==> src/rtl/iter_stream.sv <==
// iter_stream: walks an index 0..MAX_VALUE inclusive and presents each value
// as one beat of a valid/ready stream. A start pulse begins a run, abort
// cancels it, and done pulses for one cycle after the final beat is taken.
module iter_stream #(
   parameter int MAX_VALUE = 16,
   // MAX_VALUE == 0 still needs a 1-bit index, so the width is floored at 1
   parameter int WIDTH     = (MAX_VALUE < 1) ? 1 : $clog2(MAX_VALUE + 1)
) (
   input  logic             clk,
   input  logic             reset,
   input  logic             start,
   input  logic             abort,
   output logic             out_valid,
   input  logic             out_ready,
   output logic [WIDTH-1:0] out_val,
   output logic             out_last,
   output logic             busy,
   output logic             done
);

   typedef enum logic {
      IDLE,
      RUN
   } state_t;

   localparam logic [WIDTH-1:0] LAST_IDX = WIDTH'(MAX_VALUE);

   state_t           state;
   logic [WIDTH-1:0] count;
   logic [WIDTH-1:0] count_inc;
   logic             at_last;

   // Next index and terminal test; the increment is only used below LAST_IDX,
   // so it can never wrap even when LAST_IDX is all ones.
   always_comb begin
      count_inc = count + WIDTH'(1);
      at_last   = (count == LAST_IDX);
   end

   // Run sequencing plus all registered stream and status outputs
   always_ff @(posedge clk) begin
      if (!reset) begin
         state     <= IDLE;
         count     <= '0;
         out_valid <= 1'b0;
         out_val   <= '0;
         out_last  <= 1'b0;
         busy      <= 1'b0;
         done      <= 1'b0;
      end else begin
         done <= 1'b0;
         case (state)
            IDLE: begin
               // start takes priority over abort while idle
               if (start) begin
                  state     <= RUN;
                  count     <= '0;
                  out_valid <= 1'b1;
                  out_val   <= '0;
                  out_last  <= (LAST_IDX == '0);
                  busy      <= 1'b1;
               end
            end
            RUN: begin
               if (abort) begin
                  // a beat taken in this same cycle still counts, but no done
                  state     <= IDLE;
                  count     <= '0;
                  out_valid <= 1'b0;
                  out_val   <= '0;
                  out_last  <= 1'b0;
                  busy      <= 1'b0;
               end else if (out_ready) begin
                  if (at_last) begin
                     state     <= IDLE;
                     count     <= '0;
                     out_valid <= 1'b0;
                     out_val   <= '0;
                     out_last  <= 1'b0;
                     busy      <= 1'b0;
                     done      <= 1'b1;
                  end else begin
                     count    <= count_inc;
                     out_val  <= count_inc;
                     out_last <= (count_inc == LAST_IDX);
                  end
               end
            end
            default: begin
               state     <= IDLE;
               count     <= '0;
               out_valid <= 1'b0;
               out_val   <= '0;
               out_last  <= 1'b0;
               busy      <= 1'b0;
            end
         endcase
      end
   end

endmodule

==> config.mk <==
export PLATFORM = sky130hd
export DESIGN_NAME = iter_stream
export DESIGN_NICKNAME = d
export VERILOG_FILES = /design/src/rtl/iter_stream.sv
export SDC_FILE = /design/constraint.sdc
export NUM_CORES = 1
export LEC_CHECK = 0
export ABC_AREA = 0
export ABC_CLOCK_PERIOD_IN_PS = 1400
export CORE_MARGIN = 2
export CORE_UTILIZATION = 35
export CTS_CLUSTER_SIZE = 30
export DETAILED_ROUTE_END_ITERATION = 10
export PLACE_DENSITY = 0.7
export SLEW_MARGIN = 40
export SYNTH_ARGS = -nofsm -noshare
export SYNTH_HDL_FRONTEND = slang
export SYNTH_SLANG_ARGS = --single-unit
==> constraint.sdc <==
create_clock -name clk -period 1.4 [get_ports clk]
set_input_delay 0.21 -clock clk [delete_from_list [all_inputs] [get_ports clk]]
set_output_delay 0.21 -clock clk [all_outputs]
set_load 0.02 [all_outputs]
# Word-level counts from Yosys, hierarchy flattened
# Cells that the tools add are included.
[totals]
register_bits = 9
inputBits = 5
elab_cells = 38
[classes]
add_sub_neg = 1
eq_ne = 5
muxes = 21
bitwise = 3
reduce_logical = 3
[op_table]
columns = ["op", "n"]
rows = [
  ["$mux W5", 4],
  ["$mux W1", 13],
  ["$eq A5 B5 Y1 const B", 2],
  ["$pmux W5 S2", 1],
  ["$pmux W1 S2", 3],
  ["$add A5 B1 Y5 const B", 1],
  ["$reduce_or A4 Y1", 1],
  ["$ne A3 B2 Y1 const B", 1],
  ["$ne A3 B3 Y1 const B", 1],
  ["$not A1 Y1", 3],
  ["$reduce_and A3 Y1", 1],
  ["$ne A2 B2 Y1 const B", 1],
  ["$reduce_and A2 Y1", 1],
]

# Longest topological paths before layout
# Gate-level depths: netlist of the first run.
[logic_depth]
word_depth = 6
ltp_mapped = 7
depth_no_buf = 7

# Worst setup path before layout of the first run
# OpenSTA, ideal clock, no wires.
[synth_path]
kind = "flip-flop to flip-flop"
start = "reg count[0]"
end = "reg count[0]"
setup_time_ps = 59
arrival_ps = 1403
path_slack_ps = -62
stages_incl_launch_ff = 8
n_path_buf = 0
period_less_slack_ps = 1462
path_cell_list = "dfxtp_1 inv_1 ha_1 nor4bb_4 nor2_1 nand2b_1 o21ai_0 and2_1"
[synth_between]
elab_chain_len = 5
[synth_rtl]
columns = ["item", "line_no", "text"]
rows = [
  ["start, declared", "29", "logic [WIDTH-1:0] count;"],
  ["start signal, assigned", "83", "count <= count_inc;"],
  ["$add A5 B1 Y5 or $eq A5 B5 Y1 (tied branches)", "36, 37", ""],
  ["$mux W5 (*)", "74", "if (at_last) begin"],
  ["$mux W5 (*)", "73", "end else if (out_ready) begin"],
  ["$mux W5 (*)", "65", "if (abort) begin"],
  ["$pmux W5 S2 (*)", "52", "case (state)"],
]
# Every way passes the cells marked *; elsewhere a longest branch is shown, timed or not. The select of a mux whose other input is x is not followed.
# A chain may end at the register's enable or synchronous reset.

# Final worst setup path of the first run
# Same ends and word-level chain as after synthesis.

==> flow_summary.ini, run 1 <==
[place]
gp_congestion = 0.8229
io_buffers = 13
dp.cells = 106
place_hpwl_um = 977.3
dp_slack_ns = -0.1773

[drt]
drtPass1Iterations = 4
drc = 0
num_vias = 534
via_per_inst = 4.811
drt_iter0_markers = 7
wirelength_um = 1309
drtAntennaViolNets = 0
avgRoutedWirePerCell_um = 11.79

[final_layout]
fin_nets = 104
syn2layout_area_growth_pct = 55.50
n_antenna_cell = 0
multiInputGateArea_um2 = 379.1
instances_no_fill = 111
fill_cells = 125
drive_gt1_frac = 0.3263
mostFrequentLayoutCells = 14 x buf_4, 8 x nand2_1, 8 x dlygate4sd2_1
area.sequential_um2 = 187.7
final_common_cell = buf_4

[clock_tree]
cts_root_buf = clkbuf_4
numCtsBuffers = 3
clk_transition_reported_paths_ns = 0.07
max-clock-path-buffers = 2
clkSinkCount = 9
tritoncts = built
h-tree-depth = 1
clkLatencyLatePin_ns = 0.27

[sta]
finalHoldViolations = 0
setup_tns_ns = 0
tightest_slew_ns = 0.2957
grt_setup_unrepaired = yes
clock_skew_ns = 0.01047
setup_slack_ns = 0.04374
finalSetupViolCount = 0
fmax_mhz = 737.3
whs_ns = 0.5009
layout_min_cycle_time_ns = 1.356
slew_headroom = 0.8026
min_period_over_period = 0.9688
slew_violations = 0

[worst_setup_path]
reg2reg_slack_ns = 0.04
crit_fanout = 5
arrival_ns = 1.51
crit_required_ns = 1.55
critPathCaptureType = flip-flop
cp-start-kind = flip-flop
worstSetupPathType = reg -> reg

[yosys]
syn_nets = 74
syn-cell-area_um2 = 545.5
yosysUniqueCellTypes = 24
synthCells = 66
ys_seq_elements = 9
yosysTopAreaCellShare = 0.3303
yosys.area.top_type = dfxtp_1
ys_warn_count = 0
ys_seq_area_frac = 0.3303
synthTopCellsByArea = dfxtp_1 33%, ha_1 6.9%, nand2_1 6.2%
syn_area_per_cell_um2 = 8.266

[die]
ioPinCount = 14
num_rows = 14
core-area_um2 = 1489
dieHeight_um = 43.48
start_util = 0.3664
die_x_um = 43.48
die_area_um2 = 1891

[run_status]
outcome = completed

[global_route]
overflow = 0
grt_antenna_before_repair = 0
grt_pass1_vias = 498
grt_pass1_wl_um = 2277
grt_usage = 0.1604
grt_max_degree = 9

[power]
worst_ir_drop_vdd_mv = 0.3548
p_leak_nw = 0.3902
cellPowerDensity_nw_per_um2 = 666.4
power_uw = 565.3

[job]
maxCapViolCount = 0

[min_path]
hp-class = reg -> reg
## report_power, final
| part | leakage [nW] | internal [mW] | total, mW | switching (mW) |
|---|---|---|---|---|
| sequential | 0.0747 | 0.258 | 0.266 | 0.00741 |
| combinational | 0.301 | 0.0522 | 0.0948 | 0.0426 |
| clock | 0.0150 | 0.110 | 0.205 | 0.0947 |
## per-stage QoR
| step | util | cell area [um2] |
|---|---|---|
| CTS | 0.5437 | 809.5 |
| global placement | 0.5244 | 780.7 |
| global route | 0.5697 | 848.3 |
| detailed placement | 0.5244 | 780.7 |
| finish | 0.5697 | 848.3 |
| floorplan | - | 548.0 |
## logic make-up after synthesis
kind of cell / after synthesis / synth area share
simple gates: 34 / 0.3761
buf+inv: 4 / 0.04128
fa+ha+maj: 3 / 0.06881
xor+xnor: 1 / 0.01606
flops: 9 / 0.3303
compound gates: 15 / 0.1674
## sequential cells by signal (all words and copies together), names as in the netlist
register,cells
count,5
state,1
done,1
busy,1
out_last,1
## what timing repair did
action | 4_1_cts | 5_1_grt
hold buffers | 0 | 0
hold endpoints to repair | 0 | 0
pin swaps | 3 | 7
gates resized for setup | 11 | 10
setup endpoints to repair | 11 | 8
buffers inserted | 1 | 0
## area by class of cell
cell class | instances | share of cell area
Clock buffer | 4 | 0.03097
Tap cell | 16 | 0.02360
Multi-Input combinational cell | 53 | 0.4469
Timing Repair Buffer | 27 | 0.2684
Inverter | 2 | 0.008850
Sequential cell | 9 | 0.2212
## metal layers
| metal | global-route usage | share of wire | wire [um] |
|---|---|---|---|
| met5 | 0 | 0 | 0 |
| met4 | 0.03636 | 0.0046 | 6 |
| met3 | 0.05000 | 0.050 | 66 |
| met2 | 0.2657 | 0.47 | 621 |
| met1 | 0.2046 | 0.47 | 615 |
## worst paths after layout
| check | endpoint | cells after the start | startpoint |
|---|---|---|---|
| hold / removal | out_last$_SDFFE_PN0P_ | 2 | out_last$_SDFFE_PN0P_ |
| hold reg to reg | out_last$_SDFFE_PN0P_ | 2 | out_last$_SDFFE_PN0P_ |
| setup reg to reg | count[0]$_SDFFE_PN0P_ | 7 | count[0]$_SDFFE_PN0P_ |
| setup / recovery | count[0]$_SDFFE_PN0P_ | 7 | count[0]$_SDFFE_PN0P_ |
## worst max-delay path: stages, from the launching register on
cell and delay (ns):
dfxtp_4 0.36, inv_2 0.06, ha_4 0.13, nor4bb_4 0.25
nor2_1 0.10, nand2b_1 0.13, o21ai_1 0.08, and2_1 0.13
## synth_stat cells
| cell | n |
|---|---|
| a21oi_1 | 4 |
| nor3_1 | 2 |
| nand2b_1 | 4 |
| nand3_1 | 2 |
| dfxtp_1 | 9 |
| xor2_1 | 1 |
| inv_1 | 2 |
| o22ai_2 | 1 |
| nor2b_1 | 4 |
| o21ai_1 | 1 |
| and4_1 | 1 |
| ha_1 | 3 |
| a21o_1 | 1 |
| buf_4 | 2 |
| nor3b_1 | 1 |
| a22oi_1 | 2 |
| and2_1 | 3 |
| nor2_1 | 4 |
| nand2b_2 | 1 |
| nand2_1 | 9 |
| a31oi_1 | 1 |
| and2b_2 | 2 |
| nor4bb_4 | 1 |
| o21ai_0 | 5 |
No activity file was read; power rests on OpenSTA's default activity.
==> inputs of run 2 (changes only) <==
- CORE_AREA: default -> 2 2 39 41
- CORE_MARGIN: 2 -> default
- CORE_UTILIZATION: 35 -> default
- DIE_AREA: default -> 0 0 41 43
- PLACE_DENSITY: 0.7 -> 0.69
==> flow_summary.ini, run 2 (synthesized netlist as in run 1, its figures left out) <==
[run_status]
outcome = completed

[global_route]
overflow = 0
grt_antenna_before_repair = 0
grt_pass1_wl_um = 2152
grt_max_degree = 9
grt_pass1_vias = 503
grt_usage = 0.1833

[clock_tree]
clkSinkCount = 9
clk_transition_reported_paths_ns = 0.07
tritoncts = built
numCtsBuffers = 3
cts_hold_buf = 0
h-tree-depth = 1
max-clock-path-buffers = 2
clkLatencyLatePin_ns = 0.27
cts_root_buf = clkbuf_4

[final_layout]
n_antenna_cell = 0
largest_register_ffs = 5
mostFrequentLayoutCells = 14 x buf_4, 9 x nand2_1, 8 x dlygate4sd2_1
fin_area_um2 = 855.8
multiInputGateArea_um2 = 374.1
final_common_cell = buf_4
area.sequential_um2 = 182.7
top_register = count
fin_nets = 105
fill_cells = 128
syn2layout_area_growth_pct = 56.88
drive_gt1_frac = 0.3333

[worst_setup_path]
arrival_ns = 1.16
cp-start-kind = flip-flop
critPathCaptureType = primary output
cp_cell_sequence = clkdlybuf4s50_1
reg2reg_slack_ns = 0.07
crit_required_ns = 1.19
cp_num_buf_inv = 1
cp_slowest_stage_delay_ns = 0.59
crit_path_top_delay_cell = clkdlybuf4s50_1
crit_fanout = 1
worstSetupPathType = reg -> out
cpLargestDelayFamily = buffers and inverters

[job]
maxCapViolCount = 0

[sta]
whs_ns = 0.4689
clock_skew_ns = 0.006216
layout_min_cycle_time_ns = 1.370
slew_headroom = 0.8079
fmax_mhz = 729.9
grt_setup_unrepaired = yes
tightest_slew_ns = 0.2877
finalSetupViolCount = 0
finalHoldViolations = 0
min_period_over_period = 0.9786
slew_violations = 0

[die]
start_util = 0.3942
core-area_um2 = 1384
die_area_um2 = 1763
dieHeight_um = 43
num_rows = 14
die_x_um = 41
ioPinCount = 14

[power]
power_uw = 575.0
p_leak_nw = 0.3774
worst_ir_drop_vdd_mv = 0.3647
cellPowerDensity_nw_per_um2 = 671.9

[place]
gp_congestion = 0.7523
placed_cell_area_um2 = 800.8
place_hpwl_um = 982.2
io_buffers = 13

[drt]
num_vias = 544
avgRoutedWirePerCell_um = 11.61
drt_iter0_markers = 2
wirelength_um = 1300
via_per_inst = 4.857
drtAntennaViolNets = 0
drtPass1Iterations = 4
drc = 0

[min_path]
hp-class = reg -> reg
[run 2: path summary, 6_finish.rpt]
check,start,cells after the start,end
worst max register to register,count[0]$_SDFFE_PN0P_,7,count[3]$_SDFFE_PN0P_
worst min register to register,out_last$_SDFFE_PN0P_,2,out_last$_SDFFE_PN0P_
worst min-delay path,out_last$_SDFFE_PN0P_,2,out_last$_SDFFE_PN0P_
worst max-delay path,done$_SDFF_PP0_,1,done
[run 2: power by group]
group	leakage, nW	total, mW	switching, mW	internal [mW]
Clock	0.0150	0.214	0.104	0.110
Combinational	0.288	0.0937	0.0419	0.0517
Sequential	0.0741	0.268	0.00599	0.262
[run 2: area by class of cell]
cell class	count	area share
well taps	16	0.02339
inverters	2	0.008772
clock buffers	4	0.03070
multi-input cells	53	0.4371
flip-flops and latches	9	0.2135
repair buffers	28	0.2865
[run 2: through the flow]
stage               setup WS [ns]  setup TNS (ns)  std cells  utilization
floorplan                 0.05501               0         66            -
global placement          -0.1253         -0.4435        107       0.5787
detailed placement        -0.2021         -0.7722        107       0.5787
CTS                     0.0007290               0        112       0.5976
global route             -0.02999        -0.06213        112       0.6184
finish                    0.02991               0        112       0.6184
[run 2: layer usage]
metal / vias up / track usage / share of wire
li1: 285 / - / -
met1: 252 / 0.2208 / 0.44
met2: 7 / 0.2906 / 0.53
met3: 0 / 0.03141 / 0.025
met4: 0 / 0.1000 / 0
met5: - / 0 / 0
[run 2: timing repair]
item	4_1_cts	5_1_grt
pin swaps	2	5
endpoints found under the setup margin	11	6
buffers inserted	1	0
resized for setup	9	9
==> inputs of run 3 (changes only) <==
- SKIP_CTS_REPAIR_TIMING: default -> 1
==> flow_summary.ini, run 3 (synthesized netlist as in run 1, its figures left out) <==
[global_route]
grt_usage = 0.1692
overflow = 0
grt_max_degree = 9
grt_pass1_vias = 473
grt_antenna_before_repair = 0
grt_pass1_wl_um = 2001

[worst_setup_path]
crit_end = done
crit_path_top_delay_cell = clkdlybuf4s50_1
crit_fanout = 1
crit_start = done$_SDFF_PP0_
cp_slowest_stage_delay_ns = 0.60
cp-start-kind = flip-flop
r2r_end = count[0]$_SDFFE_PN0P_
cp_num_buf_inv = 1
worst-path-stages = 1
rr_worst_depth = 7
critPathCaptureType = primary output
worstSetupPathType = reg -> out
cpLargestDelayFamily = buffers and inverters
reg2reg_slack_ns = 0.07
cp_cell_sequence = clkdlybuf4s50_1
arrival_ns = 1.16
timing.rr.start = count[1]$_SDFFE_PN0P_
crit_required_ns = 1.19

[final_layout]
instances_no_fill = 111
n_antenna_cell = 0
fin_nets = 104
largest_register_ffs = 5
top_register = count
mostFrequentLayoutCells = 13 x buf_4, 9 x nand2_1, 8 x dlymetal6s2s_1
drive_gt1_frac = 0.3263
final_util = 0.6365
final_common_cell = buf_4
syn2layout_area_growth_pct = 61.47
fill_cells = 122

[drt]
avgRoutedWirePerCell_um = 11.58
wirelength_um = 1285
drc = 0
num_vias = 536
drtAntennaViolNets = 0
drtPass1Iterations = 4
drt_iter0_markers = 3
via_per_inst = 4.829

[sta]
slew_headroom = 0.8083
min_period_over_period = 0.9772
clock_skew_ns = 0.006897
fmax_mhz = 731.0
layout_min_cycle_time_ns = 1.368
slew_violations = 0
finalHoldViolations = 0
grt_setup_unrepaired = yes
setup_tns_ns = 0
setup_slack_ns = 0.03195
finalSetupViolCount = 0
tightest_slew_ns = 0.2871

[clock_tree]
tritoncts = built
numCtsBuffers = 3
clk_transition_reported_paths_ns = 0.07
h-tree-depth = 1
max-clock-path-buffers = 2
cts_root_buf = clkbuf_4
clkSinkCount = 9
clkLatencyLatePin_ns = 0.27

[die]
core-area_um2 = 1384
dieHeight_um = 43
die_area_um2 = 1763
ioPinCount = 14
start_util = 0.3942
num_rows = 14
die_x_um = 41

[power]
power_uw = 573.3
worst_ir_drop_vdd_mv = 0.3738
switching_share = 0.2595
cellPowerDensity_nw_per_um2 = 650.9
p_leak_nw = 0.4751
comb_power_share = 0.168
internal_power_uw = 424.6
p_seq_frac = 0.464
p_sw_uw = 148.8
clkPwrFrac = 0.368

[min_path]
hp-class = reg -> reg
min_path_cells = 2

[job]
maxCapViolCount = 0

[place]
gp_congestion = 0.7523
dp.cells = 107
io_buffers = 13
dp_slack_ns = -0.2021
place_hpwl_um = 982.2

[run_status]
outcome = completed
[run 3: cell types whose count changed in the layout (fill, tap and decap cells not counted), sizes merged]
cell          delta
dlygate4sd2      -8
dlymetal6s2s     +8
buf              -1
[run 3: stage by stage]
step	hold WS, ns	area [um2]
after floorplan	0.3316	548.0
after global placement	0.4750	800.8
after detailed placement	0.4891	800.8
after CTS	0.4988	827.0
after global routing	0.5176	880.8
final	0.4667	880.8
[run 3: power groups by stage]
stage                     Sequential [mW]  Clock (mW)  Combinational, mW
after floorplan                     0.277           0             0.0364
after global placement              0.273           0             0.0911
after detailed placement            0.273           0             0.0926
after CTS                           0.267       0.220             0.0930
after global routing                0.266       0.227              0.106
final                               0.266       0.211             0.0964
[run 3: worst min-delay path by stage]
stage	start	endpoint	slack [ns]
after CTS	out_last$_SDFFE_PN0P_	out_last$_SDFFE_PN0P_	0.50
after detailed placement	out_last$_SDFFE_PN0P_	out_last$_SDFFE_PN0P_	0.49
after global placement	out_last$_SDFFE_PN0P_	out_last$_SDFFE_PN0P_	0.48
after floorplan	reset	count[0]$_SDFFE_PN0P_	0.33
final	out_last$_SDFFE_PN0P_	out_last$_SDFFE_PN0P_	0.47
after global routing	out_last$_SDFFE_PN0P_	out_last$_SDFFE_PN0P_	0.52
[run 3: worst min-delay path: cells and delay by family, from the launching register on]
family	cells	cell delay (ns)
and+or+nand+nor	1	0.06
AOI/OAI and AO/OA	1	0.06
DFF	1	0.31
[run 3: area by class of cell]
class / instances / area [um2] / share of cell area
multi-input combinational: 53 / 374.1 / 0.4247
timing repair buffer: 27 / 267.8 / 0.3040
sequential: 9 / 185.2 / 0.2102
clock buffer: 4 / 26.28 / 0.02983
tap: 16 / 20.02 / 0.02273
inverter: 2 / 7.507 / 0.008523
[run 3: layer usage]
metal	global-route usage	routed length, um
met2	0.2563	702
met1	0.2110	551
met5	0	0
met3	0.03141	31
met4	0.1000	0
